### config.mk
export PLATFORM = sky130hd
export DESIGN_NAME = md_unit
export DESIGN_NICKNAME = d
export VERILOG_FILES = /design/src/rtl/md_unit_pkg.sv /design/src/rtl/md_div_step.sv /design/src/rtl/md_unit.sv
export SDC_FILE = /design/constraint.sdc
export NUM_CORES = 1
export LEC_CHECK = 0
export CAP_MARGIN = 20
export CELL_PAD_IN_SITES_DETAIL_PLACEMENT = 0
export CELL_PAD_IN_SITES_GLOBAL_PLACEMENT = 1
export CORE_MARGIN = 2
export CORE_UTILIZATION = 48
export DETAILED_ROUTE_END_ITERATION = 6
export GPL_ROUTABILITY_DRIVEN = 0
export GPL_TIMING_DRIVEN = 0
export HOLD_SLACK_MARGIN = 0.15
export PLACE_DENSITY_LB_ADDON = 0.1
export SLEW_MARGIN = 20
export SYNTH_ARGS = -nofsm -noshare
export SYNTH_HDL_FRONTEND = slang
export SYNTH_SLANG_ARGS = --single-unit
### constraint.sdc
create_clock -name clk -period 16.25 [get_ports clk]
set_clock_uncertainty 0.05 [all_clocks]
set_input_delay 2.4375 -clock clk [delete_from_list [all_inputs] [get_ports clk]]
set_output_delay 2.4375 -clock clk [all_outputs]
set_load 0.02 [all_outputs]
### src/rtl/md_unit_pkg.sv
// Shared encodings and constants for the multiply/divide unit.
package md_unit_pkg;
  localparam int MD_XLEN  = 32;
  localparam int MD_ITERS = 32;
  localparam int MD_CNT_W = $clog2(MD_ITERS);
  localparam logic [MD_CNT_W-1:0] MD_LAST_ITER = MD_CNT_W'(MD_ITERS - 1);

  typedef enum logic [1:0] {
    OP_MULT  = 2'b00,
    OP_MULTU = 2'b01,
    OP_DIV   = 2'b10,
    OP_DIVU  = 2'b11
  } md_op_e;

  typedef enum logic [1:0] {
    ST_IDLE = 2'b00,
    ST_MUL  = 2'b01,
    ST_DIV  = 2'b10
  } md_state_e;
endpackage

### src/rtl/md_div_step.sv
// One restoring-division iteration on unsigned magnitudes: shift in the next
// dividend bit, trial-subtract the divisor, keep the difference if no borrow.
module md_div_step #(
  parameter int W = 32
) (
  input  logic [W-1:0] rem_i,
  input  logic [W-1:0] quo_i,
  input  logic [W-1:0] dvs_i,
  output logic [W-1:0] rem_o,
  output logic [W-1:0] quo_o
);
  logic [W:0] trial, diff;

  assign trial = {rem_i, quo_i[W-1]};
  assign diff  = trial - {1'b0, dvs_i};
  // diff[W] is the borrow: the divisor did not fit this step
  assign rem_o = diff[W] ? trial[W-1:0] : diff[W-1:0];
  assign quo_o = {quo_i[W-2:0], ~diff[W]};
endmodule

### src/rtl/md_unit.sv
// Iterative HI/LO multiply/divide unit (32-step shift-add / restoring divide).
// Define MD_UNIT_FAST_MUL_EN to compute MULT/MULTU in a single cycle.
module md_unit
  import md_unit_pkg::*;
#(
  parameter int XLEN = MD_XLEN
) (
  input  logic            clk,
  input  logic            reset,
  input  logic            start,
  input  logic [1:0]      op,
  input  logic [XLEN-1:0] in1,
  input  logic [XLEN-1:0] in2,
  input  logic            hi_we,
  input  logic            lo_we,
  input  logic [XLEN-1:0] wdata,
  output logic            busy,
  output logic            done,
  output logic [XLEN-1:0] hi,
  output logic [XLEN-1:0] lo
);
  md_state_e             state_q, state_d;
  logic [MD_CNT_W-1:0]   cnt_q, cnt_d;
  logic [2*XLEN-1:0]     acc_q, acc_d;
  logic [XLEN-1:0]       opb_q, opb_d, dvd_q, dvd_d;
  logic [XLEN-1:0]       hi_q, hi_d, lo_q, lo_d;
  logic                  neg_q, neg_d, rneg_q, rneg_d, done_q, done_d;

  md_op_e          op_e;
  logic            sgn_op, is_div, s1, s2;
  logic [XLEN-1:0] m1, m2;

  assign op_e   = md_op_e'(op);
  assign sgn_op = (op_e == OP_MULT) || (op_e == OP_DIV);
  assign is_div = (op_e == OP_DIV)  || (op_e == OP_DIVU);
  assign s1     = sgn_op & in1[XLEN-1];
  assign s2     = sgn_op & in2[XLEN-1];
  assign m1     = s1 ? -in1 : in1;
  assign m2     = s2 ? -in2 : in2;

  // Multiply: acc = {partial, multiplier}; add multiplicand on LSB, shift right.
  logic [XLEN:0]     mul_sum;
  logic [2*XLEN-1:0] mul_nxt, mul_res;
  assign mul_sum = {1'b0, acc_q[2*XLEN-1:XLEN]} + {1'b0, opb_q & {XLEN{acc_q[0]}}};
  assign mul_nxt = {mul_sum, acc_q[XLEN-1:1]};
  assign mul_res = neg_q ? -mul_nxt : mul_nxt;

  // Divide: acc = {remainder, dividend shifting into quotient}.
  logic [XLEN-1:0] rem_nxt, quo_nxt;
  md_div_step #(.W(XLEN)) u_div_step (
    .rem_i (acc_q[2*XLEN-1:XLEN]),
    .quo_i (acc_q[XLEN-1:0]),
    .dvs_i (opb_q),
    .rem_o (rem_nxt),
    .quo_o (quo_nxt)
  );

`ifdef MD_UNIT_FAST_MUL_EN
  logic [2*XLEN-1:0] fast_a, fast_b, fast_p;
  assign fast_a = {{XLEN{s1}}, in1};
  assign fast_b = {{XLEN{s2}}, in2};
  assign fast_p = fast_a * fast_b;
`endif

  always_comb begin
    state_d = state_q;
    cnt_d   = cnt_q;
    acc_d   = acc_q;
    opb_d   = opb_q;
    dvd_d   = dvd_q;
    neg_d   = neg_q;
    rneg_d  = rneg_q;
    hi_d    = hi_q;
    lo_d    = lo_q;
    done_d  = 1'b0;
    unique case (state_q)
      ST_IDLE: begin
        if (start) begin
          neg_d = s1 ^ s2;
          cnt_d = '0;
          if (is_div) begin
            state_d = ST_DIV;
            acc_d   = {{XLEN{1'b0}}, m1};
            opb_d   = m2;
            rneg_d  = s1;
            dvd_d   = in1;
          end else begin
`ifdef MD_UNIT_FAST_MUL_EN
            {hi_d, lo_d} = fast_p;
            done_d       = 1'b1;
`else
            state_d = ST_MUL;
            acc_d   = {{XLEN{1'b0}}, m2};
            opb_d   = m1;
`endif
          end
        end else begin
          if (hi_we) hi_d = wdata;
          if (lo_we) lo_d = wdata;
        end
      end
      ST_MUL: begin
        acc_d = mul_nxt;
        cnt_d = cnt_q + 1'b1;
        if (cnt_q == MD_LAST_ITER) begin
          {hi_d, lo_d} = mul_res;
          state_d      = ST_IDLE;
          done_d       = 1'b1;
        end
      end
      ST_DIV: begin
        acc_d = {rem_nxt, quo_nxt};
        cnt_d = cnt_q + 1'b1;
        if (cnt_q == MD_LAST_ITER) begin
          state_d = ST_IDLE;
          done_d  = 1'b1;
          // Zero divisor: all-ones quotient, original dividend as remainder
          if (opb_q == '0) begin
            hi_d = dvd_q;
            lo_d = '1;
          end else begin
            hi_d = rneg_q ? -rem_nxt : rem_nxt;
            lo_d = neg_q  ? -quo_nxt : quo_nxt;
          end
        end
      end
      default: state_d = ST_IDLE;
    endcase
  end

  always_ff @(posedge clk or negedge reset) begin
    if (!reset) begin
      state_q <= ST_IDLE;
      cnt_q   <= '0;
      acc_q   <= '0;
      opb_q   <= '0;
      dvd_q   <= '0;
      neg_q   <= 1'b0;
      rneg_q  <= 1'b0;
      hi_q    <= '0;
      lo_q    <= '0;
      done_q  <= 1'b0;
    end else begin
      state_q <= state_d;
      cnt_q   <= cnt_d;
      acc_q   <= acc_d;
      opb_q   <= opb_d;
      dvd_q   <= dvd_d;
      neg_q   <= neg_d;
      rneg_q  <= rneg_d;
      hi_q    <= hi_d;
      lo_q    <= lo_d;
      done_q  <= done_d;
    end
  end

  assign busy = (state_q != ST_IDLE);
  assign done = done_q;
  assign hi   = hi_q;
  assign lo   = lo_q;
endmodule

==> results.py <==
metrics = {
    "timing": {
        "finalHoldViolations": 0,
        "rsz0062_at_grt": "no",
        "slew-limit-headroom": 0.3034,
        "setup_viol": 0,
        "slew_violations": 0,
        "tightest_slew_ns": 1.045,
        "fmax_ghz": 0.1236,
        "period_share": 0.4980,
        "fin_tns_setup_ns": 0,
        "min_period_ns": 8.093,
        "holdWs_ns": 0.4225,
    },
    "setup_path": {
        "worstSetupEndpointType": "flop",
        "cp-start-kind": "flop",
        "rr_endpoint": "lo[22]$_DFFE_PN0P_",
        "worst-path-max-fanout": 10,
        "arrival_ns": 8.46,
        "setup.worst_path.end": "lo[22]$_DFFE_PN0P_",
        "crit_required_ns": 16.61,
        "reg2reg_depth": 22,
        "r2r-start": "acc_q[31]$_DFFE_PN0P_",
        "critPathLaunch": "acc_q[31]$_DFFE_PN0P_",
        "crit_type": "flop to flop",
        "r2r_setup_slack_ns": 8.16,
    },
    "clock_tree": {
        "cts_max_path_buffers": 3,
        "cts_buffers": 25,
        "cts_setup_buffers": 0,
        "htreeDepth": 1,
        "ctsResizeCount": 0,
        "clkSlewWorstSetupHoldPaths_ns": 0.06,
        "clock-sinks": 202,
        "cts-root-buf": "clkbuf_16",
        "cts_tree": "yes",
        "ctsHoldBuffers": 0,
        "clock_latency_ns": 0.56,
    },
    "global_routing": {
        "grt_pass1_vias": 20304,
        "grt_usage": 0.4121,
        "antenna_found_initial": 0,
        "grt_pass1_wl_um": 129200,
        "gr-total-overflow": 0,
        "grt_max_degree": 77,
    },
    "place": {
        "portBuffers": 167,
        "place_hpwl_um": 70750,
        "dpl-instance-area_mm2": 0.02163,
    },
    "power_and_ir_drop": {
        "switchingPower_uw": 2368,
        "p_sw_frac": 0.5363,
        "clockPowerShare": 0.131,
        "power_density_mw_per_mm2": 196.5,
        "ir_drop_uv": 103.7,
        "seqPwrFrac": 0.208,
        "p_int_uw": 2048,
        "combPwrFrac": 0.661,
        "leakagePower_uw": 0.009055,
    },
    "floorplan": {
        "io_pins": 169,
        "rows": 73,
        "initial_core_util": 0.4852,
        "dieArea_mm2": 0.04169,
        "die_w_um": 204.2,
        "dieHeight_um": 204.2,
        "core-area_mm2": 0.03964,
    },
    "drt": {
        "first_pass_iters": 7,
        "wire_per_inst_um": 26.53,
        "routed_wl_um": 87750,
        "drt_iter0_markers": 3184,
        "dr_total_vias": 22147,
        "ant_nets": 0,
        "viasPerCell": 6.695,
        "drc": 3,
    },
    "synth": {
        "synth_edf_count": 0,
        "ys_seq_elements": 202,
        "syn-mean-instance-area_um2": 7.487,
        "synth_top_cells_by_count": "nand2_1 (338), nor2_1 (271), o21ai_0 (248)",
        "yosysTopAreaCell": "dfrtp_1",
        "yosysSeqAreaShare": 0.2628,
        "syn_area_mm2": 0.01923,
        "synth.distinct_cells": 92,
        "ys_warn_count": 0,
        "synth.area.top_cells": "dfrtp_1 (26%), nand2_1 (6.6%), o21ai_0 (6.5%)",
        "synth_cells": 2569,
        "synth_ff_type": "dfrtp_1",
        "post-synth-top-count-cell": "nand2_1",
        "async_flop_share": 1.000,
        "synth_nets": 2748,
        "synth.top_cell.area_share": 0.2628,
    },
    "final_layout": {
        "stdcell_area_mm2": 0.02247,
        "drive_above_1_share": 0.04887,
        "nets": 2944,
        "synthToLayoutAreaGrowth_pct": 16.81,
        "nFillCells": 3826,
        "diodes": 0,
    },
    "min_path": {
        "hold_path_class": "flop to flop",
    },
    "run_status": {
        "status": "finished, violations left",
        "violations": "DRC",
    },
    "job": {
        "maxCapViolations": 0,
    },
}
==> per-stage QoR <==
| step | std cells | setup slack, ns | total power (uW) | utilization |
|---|---|---|---|---|
| after global placement | 3261 | 4.006 | 3656 | 0.5440 |
| after detailed placement | 3263 | 8.830 | 3698 | 0.5457 |
| after CTS | 3308 | 8.783 | 4277 | 0.5668 |
| after global routing | 3308 | 8.137 | 4619 | 0.5668 |
| final | 3308 | 8.157 | 4416 | 0.5668 |
| after floorplan | 2569 | 11.08 | 2655 | - |
==> sequential cells by signal (all words and copies together) (netlist names) <==
signal,count
acc_q,64
dvd_q,32
hi,32
lo,32
opb_q,32
cnt_q,5
state_q,2
done,1
neg_q,1
rneg_q,1
==> worst min-delay path by stage <==
| stage | from | endpoint | slack, ns | depth (start not counted) |
|---|---|---|---|---|
| floorplan | cnt_q[4]$_DFFE_PN0P_ | cnt_q[4]$_DFFE_PN0P_ | 0.40 | 2 |
| global placement | hi[0]$_DFFE_PN0P_ | hi[0]$_DFFE_PN0P_ | 0.41 | 2 |
| detailed placement | cnt_q[4]$_DFFE_PN0P_ | cnt_q[4]$_DFFE_PN0P_ | 0.41 | 2 |
| CTS | cnt_q[4]$_DFFE_PN0P_ | cnt_q[4]$_DFFE_PN0P_ | 0.43 | 2 |
| global route | lo[14]$_DFFE_PN0P_ | lo[14]$_DFFE_PN0P_ | 0.45 | 2 |
| finish | lo[17]$_DFFE_PN0P_ | lo[17]$_DFFE_PN0P_ | 0.42 | 2 |
==> final cells by class <==
type,instances,area (um^2),share of cell area
multi-input combinational,2111,13140,0.5849
sequential,202,5055,0.2250
timing repair buffer,169,1732,0.07707
buffer,185,782.0,0.03481
clock buffer,30,664.4,0.02957
tap,525,656.9,0.02924
inverter,71,266.5,0.01186
clock inverter,15,170.2,0.007574
==> critical path: stages (launching register included) <==
cell and delay [ns]:
dfrtp_1 0.36, clkbuf_1 0.28, inv_1 0.18, ha_1 0.19
inv_1 0.06, fa_1 0.43, a211oi_1 0.25, o21ai_1 0.26
o2111a_1 0.37, o311a_1 0.40, nor3_1 0.51, nor2_1 0.30
inv_1 0.42, clkbuf_1 0.55, buf_1 0.49, buf_1 0.66
ha_1 0.44, nand3_1 0.23, o31ai_1 0.56, o21ai_0 0.24
xor2_1 0.20, a221oi_1 0.38, o31ai_1 0.11
==> logic make-up after synthesis <==
kind of cell / synth area share
XOR/XNOR: 0.09790
adder cells (fa/ha/maj): 0.05022
AND/OR/NAND/NOR: 0.2155
buffers and inverters: 0.05451
flip-flops: 0.2628
AO/OA/AOI/OAI: 0.2869
multiplexers: 0.03220
==> per-layer routing <==
layer	track usage	share of wire	vias up
met5	0	0	-
met1	0.5842	0.41	10532
met4	0.1850	0.056	0
met3	0.1078	0.13	283
li1	-	-	9744
met2	0.5843	0.40	1588
==> layout by cell type (no fill, tap or decap), types with 21 or more instances in the layout <==
cell               n
inv_1             70
a211oi_1          24
ha_1              74
clkdlybuf4s50_1  166
mux2_2            31
nand3_1           38
nand2_1          338
a221oi_1          67
nor2_1           271
clkbuf_1         154
xnor2_1          135
or3_1             28
mux2i_1           27
clkbuf_16         25
nor4_1            24
o211ai_1          21
a21oi_1          206
a31oi_1           23
o21ai_0          248
nor3_1            53
dfrtp_1          202
and2_1            22
a21o_1            29
o31ai_1           93
nand2b_1          24
xor2_1            80
==> power groups by stage <==
stage	registers (uW)	clock network, uW	logic, uW
finish	920	578	2920
global route	933	596	3090
floorplan	915	0	1740
CTS	906	573	2800
global placement	907	0	2750
detailed placement	914	0	2780
Note: power is estimated with default switching activity, not from simulation.
